===== src/rtl/shift_pkg.sv =====
// Shared types and constants for the pipelined left shifter (sl_pipe).
// One barrel stage per pipeline register; stage k shifts by stage_amt(k).
package shift_pkg;

  localparam int WIDTH = 32;
  localparam int SHW   = $clog2(WIDTH);

  typedef logic [WIDTH-1:0] word_t;
  typedef logic [SHW-1:0]   shamt_t;

  // Stage 0 handles the largest power of two, the last stage shifts by one.
  function automatic int stage_amt(input int k);
    return 1 << (SHW - 1 - k);
  endfunction

endpackage


===== src/rtl/sl_stage.sv =====
// One combinational barrel stage: shift (or rotate) left by SH when enabled.
module sl_stage
  import shift_pkg::*;
#(
  parameter int SH = 1
) (
  input  word_t data_i,
  input  logic  en_i,
  input  logic  rot_i,
  output word_t data_o
);

  word_t shifted;
  word_t wrapped;

  assign shifted = data_i << SH;
  assign wrapped = data_i >> (WIDTH - SH);
  assign data_o  = !en_i ? data_i : (rot_i ? (shifted | wrapped) : shifted);

endmodule


===== src/rtl/sl_pipe.sv =====
// Pipelined logical left shifter with valid/ready on both ends, SHW stages.
// Optional feature: define SL_PIPE_ROTATE_EN to add in_rot (rotate instead of shift).
module sl_pipe
  import shift_pkg::*;
(
  input  logic             clk,
  input  logic             resetn,
  input  logic             in_valid,
  output logic             in_ready,
  input  logic [WIDTH-1:0] in_data,
  input  logic [SHW-1:0]   in_shamt,
`ifdef SL_PIPE_ROTATE_EN
  input  logic             in_rot,
`endif
  output logic             out_valid,
  input  logic             out_ready,
  output logic [WIDTH-1:0] out_data
);

  logic   vld_q   [SHW];
  logic   vld_d   [SHW];
  word_t  data_q  [SHW];
  word_t  data_d  [SHW];
  shamt_t shamt_q [SHW];
  shamt_t shamt_d [SHW];
  logic   rot_q   [SHW];
  logic   rot_d   [SHW];

  logic   up_vld   [SHW];
  word_t  up_data  [SHW];
  shamt_t up_shamt [SHW];
  logic   up_rot   [SHW];
  word_t  stage_out[SHW];
  logic   rdy      [SHW+1];
  logic   rot_in;

`ifdef SL_PIPE_ROTATE_EN
  assign rot_in = in_rot;
`else
  assign rot_in = 1'b0;
`endif

  always_comb begin
    up_vld[0]   = in_valid;
    up_data[0]  = in_data;
    up_shamt[0] = in_shamt;
    up_rot[0]   = rot_in;
    for (int k = 1; k < SHW; k++) begin
      up_vld[k]   = vld_q[k-1];
      up_data[k]  = data_q[k-1];
      up_shamt[k] = shamt_q[k-1];
      up_rot[k]   = rot_q[k-1];
    end
  end

  for (genvar k = 0; k < SHW; k++) begin : g_stage
    sl_stage #(.SH(stage_amt(k))) u_stage (
      .data_i (up_data[k]),
      .en_i   (up_shamt[k][SHW-1-k]),
      .rot_i  (up_rot[k]),
      .data_o (stage_out[k])
    );
  end

  // Ready ripples back combinationally so a full pipe still moves every cycle.
  always_comb begin
    // NOTE: every comb output gets a default first so no path can infer a latch.
    rdy[SHW] = out_ready;
    for (int k = SHW - 1; k >= 0; k--) begin
      rdy[k] = !vld_q[k] || rdy[k+1];
    end
    for (int k = 0; k < SHW; k++) begin
      vld_d[k]   = vld_q[k];
      data_d[k]  = data_q[k];
      shamt_d[k] = shamt_q[k];
      rot_d[k]   = rot_q[k];
      if (rdy[k]) begin
        vld_d[k]   = up_vld[k];
        data_d[k]  = stage_out[k];
        shamt_d[k] = up_shamt[k];
        rot_d[k]   = up_rot[k];
      end
    end
  end

  always_ff @(posedge clk) begin
    // NOTE: state uses non-blocking assignments so every stage samples pre-edge values.
    if (!resetn) begin
      for (int k = 0; k < SHW; k++) begin
        vld_q[k]   <= 1'b0;
        data_q[k]  <= '0;
        shamt_q[k] <= '0;
        rot_q[k]   <= 1'b0;
      end
    end else begin
      for (int k = 0; k < SHW; k++) begin
        vld_q[k]   <= vld_d[k];
        data_q[k]  <= data_d[k];
        shamt_q[k] <= shamt_d[k];
        rot_q[k]   <= rot_d[k];
      end
    end
  end

  // Outputs are forced idle while reset is asserted, not only after the edge.
  assign in_ready  = resetn && rdy[0];
  assign out_valid = resetn && vld_q[SHW-1];
  assign out_data  = resetn ? data_q[SHW-1] : '0;

  logic tail_unused;
  assign tail_unused = ^{shamt_q[SHW-1], rot_q[SHW-1]};

endmodule


===== config.mk =====
export PLATFORM = sky130hd
export DESIGN_NAME = sl_pipe
export DESIGN_NICKNAME = d
export VERILOG_FILES = /design/src/rtl/shift_pkg.sv /design/src/rtl/sl_stage.sv /design/src/rtl/sl_pipe.sv
export SDC_FILE = /design/constraint.sdc
export NUM_CORES = 1
export LEC_CHECK = 0
export BUFFER_PORTS_ARGS = -buffer_cell sky130_fd_sc_hd__buf_2
export CAP_MARGIN = 20
export CORE_UTILIZATION = 35
export CTS_BUF_LIST = sky130_fd_sc_hd__clkbuf_16
export DETAILED_ROUTE_END_ITERATION = 10
export PLACE_DENSITY_LB_ADDON = 0.05
export SLEW_MARGIN = 0
export SYNTH_ARGS = -nofsm -noshare
export SYNTH_HDL_FRONTEND = slang
export SYNTH_HIERARCHICAL = 1
export SYNTH_SLANG_ARGS = --single-unit

===== constraint.sdc =====
create_clock -name clk -period 1.65 [get_ports clk]
set_input_delay 0.0825 -clock clk [delete_from_list [all_inputs] [get_ports clk]]
set_output_delay 0.0825 -clock clk [all_outputs]
set_load 0.01 [all_outputs]

* Word-level counts from Yosys, hierarchy flattened *
Memory sizes are Yosys's and may differ from the RTL's.
Cells that the tools add are included.
Widths: inputs -> output; s select.

word-level totals
  flip-flop bits (word level) = 0
  RAM bits = 195
  input bits = 41
  output and inout port bits = 34
  logic and storage cells = 94
  memories = 4

operators by class
  equal/unequal tests = 1
  muxes and demuxes = 52
  bitwise gates (word level) = 24
  reductions and logical operators = 13

memory list
  name     words  width  rd ports  clocked after Yosys merged registers in  write ports  line           source
  data_q   5      32     5         0                                        5            sl_pipe.sv:22  word_t data_q [SHW];
  shamt_q  5      5      4         0                                        5            sl_pipe.sv:24  shamt_t shamt_q [SHW];
  rot_q    5      1      4         0                                        5            sl_pipe.sv:26  logic rot_q [SHW];
  vld_q    5      1      5         0                                        5            sl_pipe.sv:20  logic vld_q [SHW];

operators with widths
  cell                number
  $mux 32             20
  $mux 5              10
  $or 32x1->32        1
  $or 32x2->32        1
  $or 32x4->32        1
  $or 32x8->32        1
  $mux 1              22
  $or 1x1->1          20
  $logic_not 1->1     5
  $logic_or 1x1->1    5
  $logic_and 1x1->1   2
  $reduce_and 2->1    1
  $ne 1x1->1 const B  1

* Depth between registers and ports, before layout *
An unclocked memory read counts as a cell.

  word-level depth = 9
  gate-level depth with buffers = 6
  depth with buffers taken out = 4

* Hierarchy *
Netlist, hierarchy kept.

by module, submodules not included
  module                          instances  cells an instance  area each (um2)  sequential area each (um2)
  sl_pipe                         1          777                6884.1           3603.5
  sl_stage at g_stage[4].u_stage  1          38                 539.3            0.0
  sl_stage at g_stage[3].u_stage  1          40                 525.5            0.0
  sl_stage at g_stage[2].u_stage  1          44                 515.5            0.0
  sl_stage at g_stage[1].u_stage  1          42                 417.9            0.0
  sl_stage at g_stage[0].u_stage  1          43                 377.9            0.0

* Worst setup path after synthesis *
No wires, ideal clock.

  path type = reg2reg
  start = mem vld_q[4][0] (netlist: vld_q[0][4])
  end = mem shamt_q[0][0] in the netlist's numbering (enable)
  setup time = 0.278 ns
  arrival time = 1.270 ns
  data required time = 1.372 ns
  path slack = 0.102 ns
  stages on the path, launching flop included = 7
  buffers on the path = 3
  period minus slack after synthesis = 1.548 ns
  cells stage by stage = dfxtp_1 -> and4b_1 -> buf_6 -> and3_4 -> buf_6 -> buf_8 -> nand2_1

RTL lines
  item             line
  start, declared  sl_pipe.sv:20
  end, declared    sl_pipe.sv:24

==> summary by stage <==
Status
The flow ran to the end, and the final reports show no timing, DRC or antenna violations.

CTS
The clock passes through at most 2 buffers. The TritonCTS sink count is 175. After clock tree synthesis, the clock-pin slew on the worst setup and hold paths is 70 ps.

TritonCTS built the clock tree. The number of buffers created by CTS is 17. The clock network latency to the later pin of the worst-skew pair is 430 ps. The clock root buffer master is sky130_fd_sc_hd__clkbuf_16. The number of levels the H-tree was split into is 4.

Synth
The area of the mapped netlist is 0.00926 mm2. After technology mapping, the gate count stands at 984. The largest family of logic cells by synthesized area is multiplexers. The simple-gate portion of the synthesized area is 17.5%. The synthesis-stage register bit count is 175. The area share of xor/xnor cells in the synthesized design is 0%. In the synthesized netlist, mux cells make up 25.9% of the area. The post-synthesis adder-cell area fraction is 0%. The number of warning messages in the yosys log is 6. In this run, distinct cell masters in the synthesized netlist total 28.

Each instance of the synthesized netlist takes up on average 9.41 um2. The area fraction in compound gates after synthesis is 10.7%. Sequential cells were found to cover 38.9% of the synthesized design area.

Setup path
On the critical path, the stage with the largest delay is an instance of sky130_fd_sc_hd__dfxtp_2. In this design, the stage delay of the slowest critical-path cell is 340 ps. The number of buffers and inverters on the critical path is 1. The highest fanout seen on the critical path is 5. STA classifies the critical path startpoint as a register. At the worst endpoint, the required time is 1570 ps. STA classifies the critical path endpoint as an output pin.

The family with the most delay on the worst path is simple AND/OR/NAND/NOR gates. By startpoint and endpoint, the worst setup path is classified as register to output pin. Data on the critical path arrives at its endpoint at 1450 ps.

Walking the worst path, the cells encountered are and4b_2 > and3_4 > nor2b_1 > buf_2.

Timing
The count of pins over their slew limit is 0. The hold violation count in the final report came to 0. Setup repair after global routing left no endpoint under its margin. The peak clock frequency supported by timing is 651 MHz. The total of endpoints with negative setup slack in the final report is 0. The final critical-path required period is 1540 ps.

For the final routed database, the setup TNS stands at 0 ps. Across the routed clock network, the largest skew measured is 11.6 ps. The ratio of final minimum period to clock period is 93.1%.

Layout
The final-stage net count is 1086. After filler insertion, the fill cell instance count of the layout stands at 2669. The area overhead of the layout relative to synthesis is 14.3%.

Leaving out fill and tap cells, the most frequent cell in the layout is sky130_fd_sc_hd__nand2_1. Cells with a size suffix above 1 make up 25.4% of the layout. The final antenna diode count is 0. The library cells used most frequently in the layout, excluding fill and tap cells, are 324 x sky130_fd_sc_hd__nand2_1, 164 x sky130_fd_sc_hd__dfxtp_1, 96 x sky130_fd_sc_hd__a21boi_0. The finished layout holds 1393 standard cells, fillers aside.

Routing
Detailed routing inserted a total of 6224 vias. The routed design has 19300 um of wire. Before antenna repair, the detailed router went through 4 iterations.

The number of violations reported at the end of detailed-routing iteration 0 is 318. The residual antenna-violating net count after detailed routing is 0. For this run, design rule violations remaining after detail routing come to 0. Dividing the detail-routed via count by the number of cells gives 4.47. The routed wire length per instance is 13.9 um.

Placement
The number of placed cells counting well taps is 1355. The congestion estimate from routability-driven global placement came to 0.678. Input and output buffers added on the ports amount to 74. Detailed placement ended at an HPWL of 14000 um.

Die
The initial cell density of the core is 35.6%. The die outline area is 0.0271 mm2. The horizontal die dimension is 165 um.

The height of the chip is 165 um. Row generation in the floorplan step produced 59 rows. The core area is 0.0260 mm2. The number of I/O pins is 75.

Power
The total internal power is 0.00710 W. The power share of the combinational group is 8.5%. The total leakage power is 3.99 nW. Sequential cells burn 48.6% of the power. For this design the ratio of total power to cell area is 882 mW/mm2. The analysis attributes to net switching a power of 0.00223 W.

The switching power as a share of total power is 23.9%. Per report_power, the clock group accounts for 42.8% of the total. Across the VDD grid, the largest voltage drop is 0.627 mV.

GRT
The overflow left after global routing is 0. The global-route wire length before repair is 31900 um. The via count of the first global-routing pass was 6026.

Entering global routing, the biggest net connects 57 pins. The number of antenna violations at the first check in global routing came to 0. The global-route usage over all layers is 15.1%.

Hold path
The class of the most critical hold timing path is input port to register.

Job
Across the run, the number of max-cap violations was 0.
-- sequential cells by signal (all words and copies together), names as in the netlist --
signal / flops
vld_q: 5
data_q: 160
shamt_q: 10
-- area by class of cell --
class	count	area [um2]	share of cell area (%)
clock buffer	19	475	4.49
clock inverter	13	109	1.03
inverter	13	48.8	0.461
timing repair buffer	111	858	8.11
tap	335	419	3.96
multi-input combinational	727	5070	47.9
sequential	175	3600	34.1
-- kinds of logic after synthesis --
kind of cell / after synthesis
other cells: 1
flops: 175
buf+inv: 94
mux: 193
compound gates: 132
simple gates: 389
-- per-stage QoR --
stage	cell area [um2]	worst slack (ps)	power (W)	hold WS, ps	util [%]
6_report	10600	115	0.00933	24.1	40.7
3_5_place_dp	9930	167	0.00543	312	38.2
4_1_cts	10600	62.7	0.00946	9.56	40.7
3_3_place_gp	9930	189	0.00543	313	38.2
2_1_floorplan	9310	102	0.00520	206	-
5_1_grt	10600	5.72	0.00977	47.6	40.7
-- tightest hold or removal path: cells and delay by family --
family,cells,cell delay (ps)
buf+inv,2,140
mux,1,50
compound gates,1,70
simple gates,1,50
-- power by group through the flow --
stage | Sequential, W | Clock (W) | Combinational [W]
floorplan | 0.00458 | 0 | 0.000613
global placement | 0.00464 | 0 | 0.000790
detailed placement | 0.00464 | 0 | 0.000789
CTS | 0.00454 | 0.00411 | 0.000807
global route | 0.00456 | 0.00432 | 0.000893
finish | 0.00454 | 0.00400 | 0.000796
-- cell usage after synthesis --
master | number | area share, %
sky130_fd_sc_hd__mux2_2 | 47 | 5.7
sky130_fd_sc_hd__dfxtp_1 | 165 | 36
sky130_fd_sc_hd__o21a_1 | 5 | 0.41
sky130_fd_sc_hd__inv_1 | 13 | 0.53
sky130_fd_sc_hd__and4b_1 | 1 | 0.11
sky130_fd_sc_hd__o21ai_0 | 11 | 0.59
sky130_fd_sc_hd__nand3_1 | 11 | 0.59
sky130_fd_sc_hd__buf_6 | 15 | 1.8
sky130_fd_sc_hd__mux2i_1 | 64 | 6.9
sky130_fd_sc_hd__edfxtp_1 | 10 | 3.2
sky130_fd_sc_hd__buf_4 | 1 | 0.081
sky130_fd_sc_hd__buf_1 | 1 | 0.040
sky130_fd_sc_hd__conb_1 | 1 | 0.040
sky130_fd_sc_hd__a21boi_0 | 96 | 7.8
sky130_fd_sc_hd__mux2_4 | 82 | 13
sky130_fd_sc_hd__and3_4 | 1 | 0.12
sky130_fd_sc_hd__a22o_1 | 20 | 1.9
sky130_fd_sc_hd__nand2b_1 | 1 | 0.068
sky130_fd_sc_hd__nor2b_1 | 2 | 0.14
sky130_fd_sc_hd__buf_8 | 1 | 0.16
sky130_fd_sc_hd__buf_2 | 10 | 0.54
sky130_fd_sc_hd__and2_1 | 46 | 3.1
sky130_fd_sc_hd__nand3b_1 | 1 | 0.081
sky130_fd_sc_hd__clkbuf_1 | 44 | 1.8
sky130_fd_sc_hd__nand2_1 | 324 | 13
sky130_fd_sc_hd__nand4b_1 | 1 | 0.095
sky130_fd_sc_hd__and3b_1 | 1 | 0.095
sky130_fd_sc_hd__buf_12 | 9 | 1.9
-- routing by layer --
layer | track usage, % | part of all wire [%] | vias to the layer above | routed length (um)
met5 | 0 | 0 | - | 0
met4 | 4.13 | 1.1 | 0 | 204
met3 | 2.91 | 2.6 | 16 | 502
met2 | 24.4 | 46 | 85 | 8800
met1 | 20.3 | 51 | 2736 | 9820
li1 | - | - | 3387 | -
-- final timing paths --
path / from / end / slack, ps / cells past startpoint
hold reg to reg: data_q[0][134] / data_q[0][134] / 460 / 2
setup reg to reg: vld_q[0][3] / data_q[0][35] / 200 / 4
setup / recovery: vld_q[0][3] / in_ready / 110 / 4
hold / removal: in_data[12] / data_q[0][12] / 20 / 5
-- timing repair --
| action | 4_1_cts | 5_1_grt |
|---|---|---|
| setup buffers | 1 | 0 |
| hold endpoints to repair | 5 | 0 |
| pin swaps | 1 | 0 |
| resized for setup | 0 | 3 |
| setup endpoints to repair | 1 | 19 |
| hold buffers | 5 | 0 |
Power figures use the tool's default switching activity.
